--- src/rtl/wb_retire_unit.sv ---
`default_nettype none
// ============================================================================
// Module   : wb_retire_unit
// Brief    : WB-stage retire unit. Commits GPR/CSR writes, counts retired
//            instructions and sequences trap entry (mepc, mcause, [mtval],
//            fetch redirect). Optional macro: RETIRE_MTVAL_EN.
// Revision : 1.0 - initial release
// ============================================================================
module wb_retire_unit #(
    parameter logic [11:0] MEPC_ADDR   = 12'h341,
    parameter logic [11:0] MCAUSE_ADDR = 12'h342,
`ifdef RETIRE_MTVAL_EN
    parameter logic [11:0] MTVAL_ADDR  = 12'h343,
`endif
    parameter int          INSTRET_W   = 64
) (
    input  logic                 clk_i,
    input  logic                 rst_i,
    input  logic                 wb_q_valid,
    input  logic [4:0]           wb_q_rd_addr,
    input  logic [31:0]          wb_q_rd_wdata,
    input  logic                 wb_q_is_rd_write,
    input  logic [11:0]          wb_q_csr_addr,
    input  logic [31:0]          wb_q_csr_wdata,
    input  logic                 wb_q_is_csr_write,
    input  logic                 wb_q_trap_valid,
    input  logic [31:0]          wb_q_trap_mcause,
    input  logic [31:0]          wb_q_trap_pc,
`ifdef RETIRE_MTVAL_EN
    input  logic [31:0]          wb_q_trap_mtval,
`endif
    input  logic [31:0]          mtvec_i,
    output logic                 rf_we_o,
    output logic [4:0]           rf_waddr_o,
    output logic [31:0]          rf_wdata_o,
    output logic                 csr_we_o,
    output logic [11:0]          csr_waddr_o,
    output logic [31:0]          csr_wdata_o,
    output logic                 mem_wb_flush_o,
    output logic                 mem_wb_stall_o,
    output logic                 redirect_valid_o,
    output logic [31:0]          redirect_pc_o,
    output logic [INSTRET_W-1:0] instret_o
);

    localparam logic [2:0] S_IDLE    = 3'd0;
    localparam logic [2:0] S_T_EPC   = 3'd1;
    localparam logic [2:0] S_T_CAUSE = 3'd2;
`ifdef RETIRE_MTVAL_EN
    localparam logic [2:0] S_T_TVAL  = 3'd3;
`endif
    localparam logic [2:0] S_T_VEC   = 3'd4;

    logic [2:0]           state_q,   state_d;
    logic [31:0]          pc_q,      pc_d;
    logic [31:0]          cause_q,   cause_d;
    logic [INSTRET_W-1:0] instret_q, instret_d;
`ifdef RETIRE_MTVAL_EN
    logic [31:0]          tval_q,    tval_d;
`endif
    logic [31:0]          vec_base;
    logic [31:0]          vec_target;

    // State register
    always_ff @(posedge clk_i) begin
        if (rst_i) begin
            state_q   <= S_IDLE;
            pc_q      <= '0;
            cause_q   <= '0;
            instret_q <= '0;
`ifdef RETIRE_MTVAL_EN
            tval_q    <= '0;
`endif
        end else begin
            state_q   <= state_d;
            pc_q      <= pc_d;
            cause_q   <= cause_d;
            instret_q <= instret_d;
`ifdef RETIRE_MTVAL_EN
            tval_q    <= tval_d;
`endif
        end
    end

    // Next state and latched trap context
    always_comb begin
        state_d   = state_q;
        pc_d      = pc_q;
        cause_d   = cause_q;
        instret_d = instret_q;
`ifdef RETIRE_MTVAL_EN
        tval_d    = tval_q;
`endif
        case (state_q)
            S_IDLE: begin
                if (wb_q_valid) begin
                    if (wb_q_trap_valid) begin
                        pc_d    = wb_q_trap_pc;
                        cause_d = wb_q_trap_mcause;
`ifdef RETIRE_MTVAL_EN
                        tval_d  = wb_q_trap_mtval;
`endif
                        state_d = S_T_EPC;
                    end else begin
                        instret_d = instret_q + 1'b1;
                    end
                end
            end
            S_T_EPC:   state_d = S_T_CAUSE;
`ifdef RETIRE_MTVAL_EN
            S_T_CAUSE: state_d = S_T_TVAL;
            S_T_TVAL:  state_d = S_T_VEC;
`else
            S_T_CAUSE: state_d = S_T_VEC;
`endif
            S_T_VEC:   state_d = S_IDLE;
            default:   state_d = S_IDLE;
        endcase
    end

    // Vectored mode only applies to interrupts; the add wraps at 32 bits.
    always_comb begin
        vec_base   = {mtvec_i[31:2], 2'b00};
        vec_target = vec_base;
        if (mtvec_i[1:0] == 2'b01 && cause_q[31]) begin
            vec_target = vec_base + {cause_q[29:0], 2'b00};
        end
    end

    // Outputs; everything reads zero while reset is held
    always_comb begin
        rf_we_o          = 1'b0;
        rf_waddr_o       = '0;
        rf_wdata_o       = '0;
        csr_we_o         = 1'b0;
        csr_waddr_o      = '0;
        csr_wdata_o      = '0;
        mem_wb_flush_o   = 1'b0;
        mem_wb_stall_o   = 1'b0;
        redirect_valid_o = 1'b0;
        redirect_pc_o    = '0;
        if (!rst_i) begin
            if (state_q != S_IDLE) begin
                mem_wb_flush_o = 1'b1;
                mem_wb_stall_o = 1'b1;
            end
            case (state_q)
                S_IDLE: begin
                    if (wb_q_valid && wb_q_trap_valid) begin
                        mem_wb_flush_o = 1'b1;
                    end else if (wb_q_valid) begin
                        rf_we_o     = wb_q_is_rd_write && (wb_q_rd_addr != 5'd0);
                        rf_waddr_o  = wb_q_rd_addr;
                        rf_wdata_o  = wb_q_rd_wdata;
                        csr_we_o    = wb_q_is_csr_write;
                        csr_waddr_o = wb_q_csr_addr;
                        csr_wdata_o = wb_q_csr_wdata;
                    end
                end
                S_T_EPC: begin
                    csr_we_o    = 1'b1;
                    csr_waddr_o = MEPC_ADDR;
                    csr_wdata_o = pc_q;
                end
                S_T_CAUSE: begin
                    csr_we_o    = 1'b1;
                    csr_waddr_o = MCAUSE_ADDR;
                    csr_wdata_o = cause_q;
                end
`ifdef RETIRE_MTVAL_EN
                S_T_TVAL: begin
                    csr_we_o    = 1'b1;
                    csr_waddr_o = MTVAL_ADDR;
                    csr_wdata_o = tval_q;
                end
`endif
                S_T_VEC: begin
                    redirect_valid_o = 1'b1;
                    redirect_pc_o    = vec_target;
                end
                default: ;
            endcase
        end
    end

    assign instret_o = instret_q;

endmodule
`default_nettype wire

--- config.mk ---
export PLATFORM = sky130hd
export DESIGN_NAME = wb_retire_unit
export DESIGN_NICKNAME = d
export VERILOG_FILES = /design/src/rtl/wb_retire_unit.sv
export SDC_FILE = /design/constraint.sdc
export NUM_CORES = 1
export LEC_CHECK = 0
export CAP_MARGIN = 10
export CORE_MARGIN = 2
export CORE_UTILIZATION = 33
export DETAILED_ROUTE_END_ITERATION = 7
export HOLD_SLACK_MARGIN = 0.1
export PLACE_DENSITY = 0.66
export SLEW_MARGIN = 20
export SYNTH_ARGS = -nofsm -noshare
export SYNTH_HDL_FRONTEND = slang
export SYNTH_SLANG_ARGS = --single-unit
--- constraint.sdc ---
create_clock -name clk_i -period 4.44 [get_ports clk_i]
set_input_delay 0.888 -clock clk_i [delete_from_list [all_inputs] [get_ports clk_i]]
set_output_delay 0.888 -clock clk_i [all_outputs]
set_load 0.05 [all_outputs]
==> qor.txt, run 1 <==
Synth area leaders -> dfxtp_1 33%, nand2_1 11%, a21oi_1 7.7%
Warnings from Yosys -> 0
Vias in the first global route -> 8588
Total core area -> 23500 µm²
I/O pins -> 365
Count leader, synth -> nand2_1
Slowest cell on the critical path -> clkdlybuf4s50_1
Min Hold Slack -> 0.454 ns
First-pass GRT wire length -> 47300 µm
CP required -> 3.55 ns
Routed WL per cell -> 18.2 µm
Vias per cell -> 5.12
GPL Wtd Cong -> 0.927
Max-slew violation count -> 0
Clock skew -> 0.0102 ns
Num CTS Buffers -> 17
Period minus WS final -> 4.38 ns
Critical path fanouts, max -> 5
DIE WIDTH -> 158 µm
Post-DP Area -> 12700 µm²
Crit end category -> output port
Leak -> 0.00533 µW
Startpoint type of the worst setup path -> input pin
Final net count -> 1663
Ys async rst share -> 0%
Family with the most delay on the worst path -> compound AO/OA/AOI/OAI gates
CP Cell Sequence -> clkdlybuf4s50_1, ha_1, a21oi_1, o21a_1, o31ai_1, a31oi_1, o41ai_2, buf_4, a221oi_2, xor2_1, o21ai_2, buf_12
Sink Count -> 131
Synth top area share -> 33.3%
Synth Instances -> 1071
Post-synthesis sequential area ratio -> 33.3%
Initial Utilization -> 33.6%
Setup CP Type -> input pin to output port
Worst-Skew Late Latency -> 0.43 ns
Synth cell types -> 59
Synth Cell Area -> 7880 µm²
Post-route insts no fill -> 1784
Synth Register Bits -> 131
Clock Path Buffers -> 2
Hold_buf cts -> 0
Vias post-DR -> 9142
DIE AREA -> 25100 µm²
Final wirelength -> 32500 µm
Hold WC Path Type -> register to register
Slew headroom -> 33.0%
Area growth syn-to-layout -> 73.0%
Die H -> 158 µm
Worst-margin pin slew -> 1.00 ns
All-Layer GR Usage -> 24.4%
Power per cell area -> 256 nW/µm²
Antenna viol nets, final -> 0
Max Cap Viol -> 0
Worst ir drop on vdd -> 0.232 mV
Post-route cell area -> 13600 µm²
FP Rows -> 56
CTS tree -> yes
Root buffer cell -> clkbuf_16
CP peak stage delay -> 0.44 ns
Synth top cells by count -> 227 x nand2_1, 131 x dfxtp_1, 129 x nor2_1, 121 x a21oi_1, 56 x clkbuf_1
Achievable Freq -> 0.229 GHz
Status -> completed
H-Tree Depth -> 4
Largest net degree at the start of global routing -> 94
Post-route DRC violation count -> 0
CP bufs+invs -> 3
Post-synth EDFFs -> 0
Fin worst setup slack -> 0.0646 ns
Initial DRC Count -> 712
Total grt overflow -> 0
Port Buf Inserts -> 362
Antenna violations before repair -> 7
Hold Vio Cnt, Final -> 0
Worst slack, placed -> -0.398 ns
Post-route setup TNS -> 0 ns
Dominant cell type by area after synthesis -> dfxtp_1
Mapped Avg Cell Area -> 7.35 µm²
Critical Path AT -> 3.49 ns
Cell Count Post-Placement -> 1746
Final setup fails -> 0
Drt first pass iters -> 6
Final HPWL DP -> 24200 µm
Layout cells sized above 1 -> 17.8%
Final Cycle Share -> 98.5%
Top_reg_cell synth -> dfxtp_1
Clock transition at path regs -> 0.06 ns
Fillers -> 2171
==> state kept, by name, indices dropped and copies added, names as in the netlist <==
register and cells:
pc_q 32, cause_q 32, state_q 3, instret_o 64
==> final cells by class <==
class / instances / area (µm²) / share of cell area (%)
Sequential cell: 131 / 2620 / 19.3
Tap cell: 319 / 399 / 2.93
Timing Repair Buffer: 429 / 4780 / 35.1
Clock inverter: 14 / 190 / 1.40
Inverter: 6 / 22.5 / 0.165
Clock buffer: 17 / 425 / 3.12
Antenna cell: 4 / 10.0 / 0.0735
Multi-Input combinational cell: 864 / 5170 / 38.0
==> layer usage <==
layer | global-route usage, % | wire length [µm]
met5 | 0 | 49
met4 | 5.79 | 556
met3 | 7.95 | 3020
met2 | 39.0 | 15200
met1 | 31.8 | 13700
==> report_power, final <==
part,internal [µW],leakage [µW],switching [µW],total [µW]
sequential,1210,0.00106,27.9,1230
clock,901,0.000300,605,1510
combinational,361,0.00397,391,753
==> worst reg2reg max path, stage by stage (launching register included) <==
cell and delay (ns):
dfxtp_1 0.35, nor3_2 0.35, and3b_2 0.45, buf_4 0.44, and3_1 0.26, and2_1 0.35, nand2b_1 0.19, or3_1 0.33
a21oi_1 0.16
==> cells in the final DEF (no fill, tap or decap), drive strengths merged, types with 2 or more instances in the layout <==
cell,n
dlymetal6s2s,7
a222oi,32
a21boi,2
buf,181
bufinv,3
o21bai,4
nand2,228
and2,49
xnor2,28
nor4,3
or3,9
and4,7
a21o,8
a221oi,2
nor3,12
o31ai,4
clkbuf,19
diode,4
clkinv,2
a211o,2
nor2,129
nand4,22
dfxtp,131
o21a,4
ha,30
nand3,25
a21oi,121
nand2b,4
nor3b,2
xor2,54
inv,14
conb,2
a211oi,5
nor2b,7
o21ai,35
and3,14
and3b,3
clkdlybuf4s50,238
==> cells by family (layout without fill, tap and decap cells) <==
family                   after synthesis  in the layout  share of synthesized area (%)
adder cells (fa/ha/maj)               31             31                           5.02
other                                  1              6                         0.0476
AO/OA/AOI/OAI                        229            229                           18.1
AND/OR/NAND/NOR                      518            518                           30.1
buffers and inverters                 77            466                           3.99
multiplexers                           2              2                          0.270
flip-flops                           131            131                           33.3
XOR/XNOR                              82             82                           9.12
==> worst paths after layout <==
path | to | cells after the start | slack [ns] | startpoint
max | redirect_pc_o[30] | 12 | 0.06 | mtvec_i[15]
max reg2reg | instret_o[34] | 8 | 1.49 | state_q[1]
min reg2reg | pc_q[29] | 2 | 0.45 | pc_q[29]
min | pc_q[29] | 2 | 0.45 | pc_q[29]
==> stage by stage <==
stage                     util, %  total power [µW]
final                        58.0              3490
after CTS                    57.2              3500
after global routing         58.0              3630
after global placement       54.3              1970
after detailed placement     54.3              1980
after floorplan                 -              1610
==> what timing repair did <==
item,in CTS,in global routing
gates cloned,0,0
buffers inserted,2,1
pin swaps,8,16
endpoints found under the setup margin,17,17
gates resized for setup,15,41
hold endpoints to repair,0,0
Note: power is estimated with default switching activity, not from simulation.
==> run 2: changes to the inputs <==
==> constraint.sdc (replaced) <==
create_clock -name clk_i -period 4.44 [get_ports clk_i]
set_input_delay 0.888 -clock clk_i [delete_from_list [all_inputs] [get_ports clk_i]]
set_output_delay 0.888 -clock clk_i [all_outputs]
set_load 0.01 [all_outputs]
==> qor.txt, run 2 (synthesis results as in run 1) <==
Hold_buf cts -> 0
I/O pins -> 365
Worst-margin pin slew -> 1.05 ns
Port Buf Inserts -> 362
Setup CP Type -> input pin to output port
Final HPWL DP -> 24300 µm
DIE AREA -> 25100 µm²
Total grt overflow -> 0
Layout cells sized above 1 -> 11.7%
Most used cell, CP -> o21ai_0
First-pass GRT wire length -> 48600 µm
Post-route cell area -> 13000 µm²
Leak -> 0.00507 µW
Clock skew -> 0.0127 ns
Final setup fails -> 3
Final wirelength -> 32200 µm
Post-DP Area -> 12300 µm²
Critical Path AT -> 3.59 ns
Cell Count Post-Placement -> 1771
Die H -> 158 µm
Hold_sp -> pc_q[6]
Root buffer cell -> clkbuf_16
DIE WIDTH -> 158 µm
Vias in the first global route -> 8731
All-Layer GR Usage -> 24.9%
CTS tree -> yes
RSZ-0062 raised after global routing -> yes
GPL Wtd Cong -> 0.936
Fin worst setup slack -> -0.0363 ns
Num CTS Buffers -> 17
Largest net degree at the start of global routing -> 99
Clock transition at path regs -> 0.06 ns
Worst ir drop on vdd -> 0.253 mV
CP bufs+invs -> 3
Initial Utilization -> 33.6%
Hold Vio Cnt, Final -> 0
WHS Endpoint -> pc_q[6]
Area growth syn-to-layout -> 65.1%
Antenna viol nets, final -> 0
Family with the most delay on the worst path -> compound AO/OA/AOI/OAI gates
Slowest cell on the critical path -> clkdlybuf4s50_1
FP Rows -> 56
Failing checks -> design-rule violations, negative setup slack
Worst-Skew Late Latency -> 0.43 ns
R2r startpoint -> state_q[1]
Initial DRC Count -> 874
FF-to-FF setup slack -> 1.30 ns
Sink Count -> 131
Hold depth -> 2
Final design utilization -> 55.4%
Commonest non-fill, non-tap cell in the layout -> clkdlybuf4s50_1
Final net count -> 1691
Period minus WS final -> 4.48 ns
Clock Path Buffers -> 2
Total core area -> 23500 µm²
CP Cell Sequence -> clkdlybuf4s50_1, ha_1, a21oi_2, nand2b_1, o32ai_2, o21ai_2, a21boi_1, buf_4, o21ai_0, xnor2_1, o21ai_0, dlygate4sd2_1
CP required -> 3.55 ns
Post-route DRC violation count -> 4
Drt first pass iters -> 8
Fillers -> 2240
R2r endpoint -> instret_o[34]
Startpoint type of the worst setup path -> input pin
Final Cycle Share -> 101%
Max-slew violation count -> 0
Crit end category -> output port
Max reg flops -> 64
Status -> complete, but fails checks
Power per cell area -> 252 nW/µm²
Post-route insts no fill -> 1813
R2R depth -> 9
Antenna violations before repair -> 2
Most frequent cells in the layout -> 333 x clkdlybuf4s50_1, 227 x nand2_1, 131 x dfxtp_1
Slew headroom -> 30.2%
Vias post-DR -> 9183
H-Tree Depth -> 4
CP peak stage delay -> 0.47 ns
Achievable Freq -> 0.223 GHz
Max Cap Viol -> 0
Routed WL per cell -> 17.8 µm
Hold WC Path Type -> register to register
Vias per cell -> 5.07
Critical path fanouts, max -> 3
[run 2: changes by cell type in the layout (fill, tap and decap cells not counted), moves of 3 or more]
cell,change
bufinv_16,-3
o21ai_2,-4
clkdlybuf4s50_1,+95
o21ai_0,+11
buf_12,-73
buf_4,-12
buf_2,+4
dlygate4sd2_1,+9
o21ai_1,-7
clkbuf_2,+5
ha_4,-3
ha_1,+5
[run 2: layer usage]
metal	track usage (%)	vias up	part of all wire [%]	wire [µm]
met5	0	-	0	0
met3	6.80	43	9.4	3020
met4	7.59	0	2.1	669
met2	39.0	374	44	14300
met1	33.5	4237	44	14200
li1	-	4529	-	-
[run 2: timing repair]
| action | CTS | global route |
|---|---|---|
| setup buffers | 4 | 2 |
| resized for setup | 52 | 36 |
| pin swaps | 9 | 12 |
| setup endpoints to repair | 22 | 20 |
[run 2: worst max-delay path by stage]
stage	start	endpoint	slack (ns)	depth (start not counted)
after floorplan	mtvec_i[2]	redirect_pc_o[28]	0.33	10
after global placement	mtvec_i[2]	redirect_pc_o[28]	-0.70	13
after detailed placement	mtvec_i[2]	redirect_pc_o[28]	-0.72	13
after CTS	mtvec_i[9]	redirect_pc_o[27]	-0.04	14
after global routing	mtvec_i[5]	redirect_pc_o[25]	-0.17	13
final	mtvec_i[8]	redirect_pc_o[21]	-0.04	12
[run 2: cell type report]
cell class / count / area, µm² / share of cell area [%]
sequential: 131 / 2620 / 20.2
clock buffer: 17 / 425 / 3.27
tap: 319 / 399 / 3.07
inverter: 6 / 22.5 / 0.173
clock inverter: 15 / 140 / 1.08
timing repair buffer: 457 / 4290 / 33.0
antenna: 4 / 10.0 / 0.0770
multi-input combinational: 864 / 5090 / 39.2
[run 2: worst register-to-register path, stage by stage, from the launching register on]
cell      delay [ns]
dfxtp_1         0.35
nor3_2          0.45
and3b_2         0.49
buf_4           0.36
and3_1          0.21
buf_4           0.19
and2_1          0.35
nand2b_1        0.20
or3_1           0.34
a21oi_1         0.14
[run 2: stage by stage]
stage	total power, µW	setup slack, ns	hold slack, ns	setup TNS [ns]
3_5_place_dp	1890	-0.721	0.448	-9.66
3_3_place_gp	1890	-0.700	0.442	-8.72
2_1_floorplan	1520	0.327	0.436	0
4_1_cts	3300	-0.0366	0.458	-0.0403
6_report	3270	-0.0363	0.459	-0.0547
5_1_grt	3420	-0.165	0.480	-0.786
[run 2: where the power goes]
group | switching, µW | internal (µW)
logic | 303 | 359
clock network | 635 | 741
registers | 28.1 | 1200
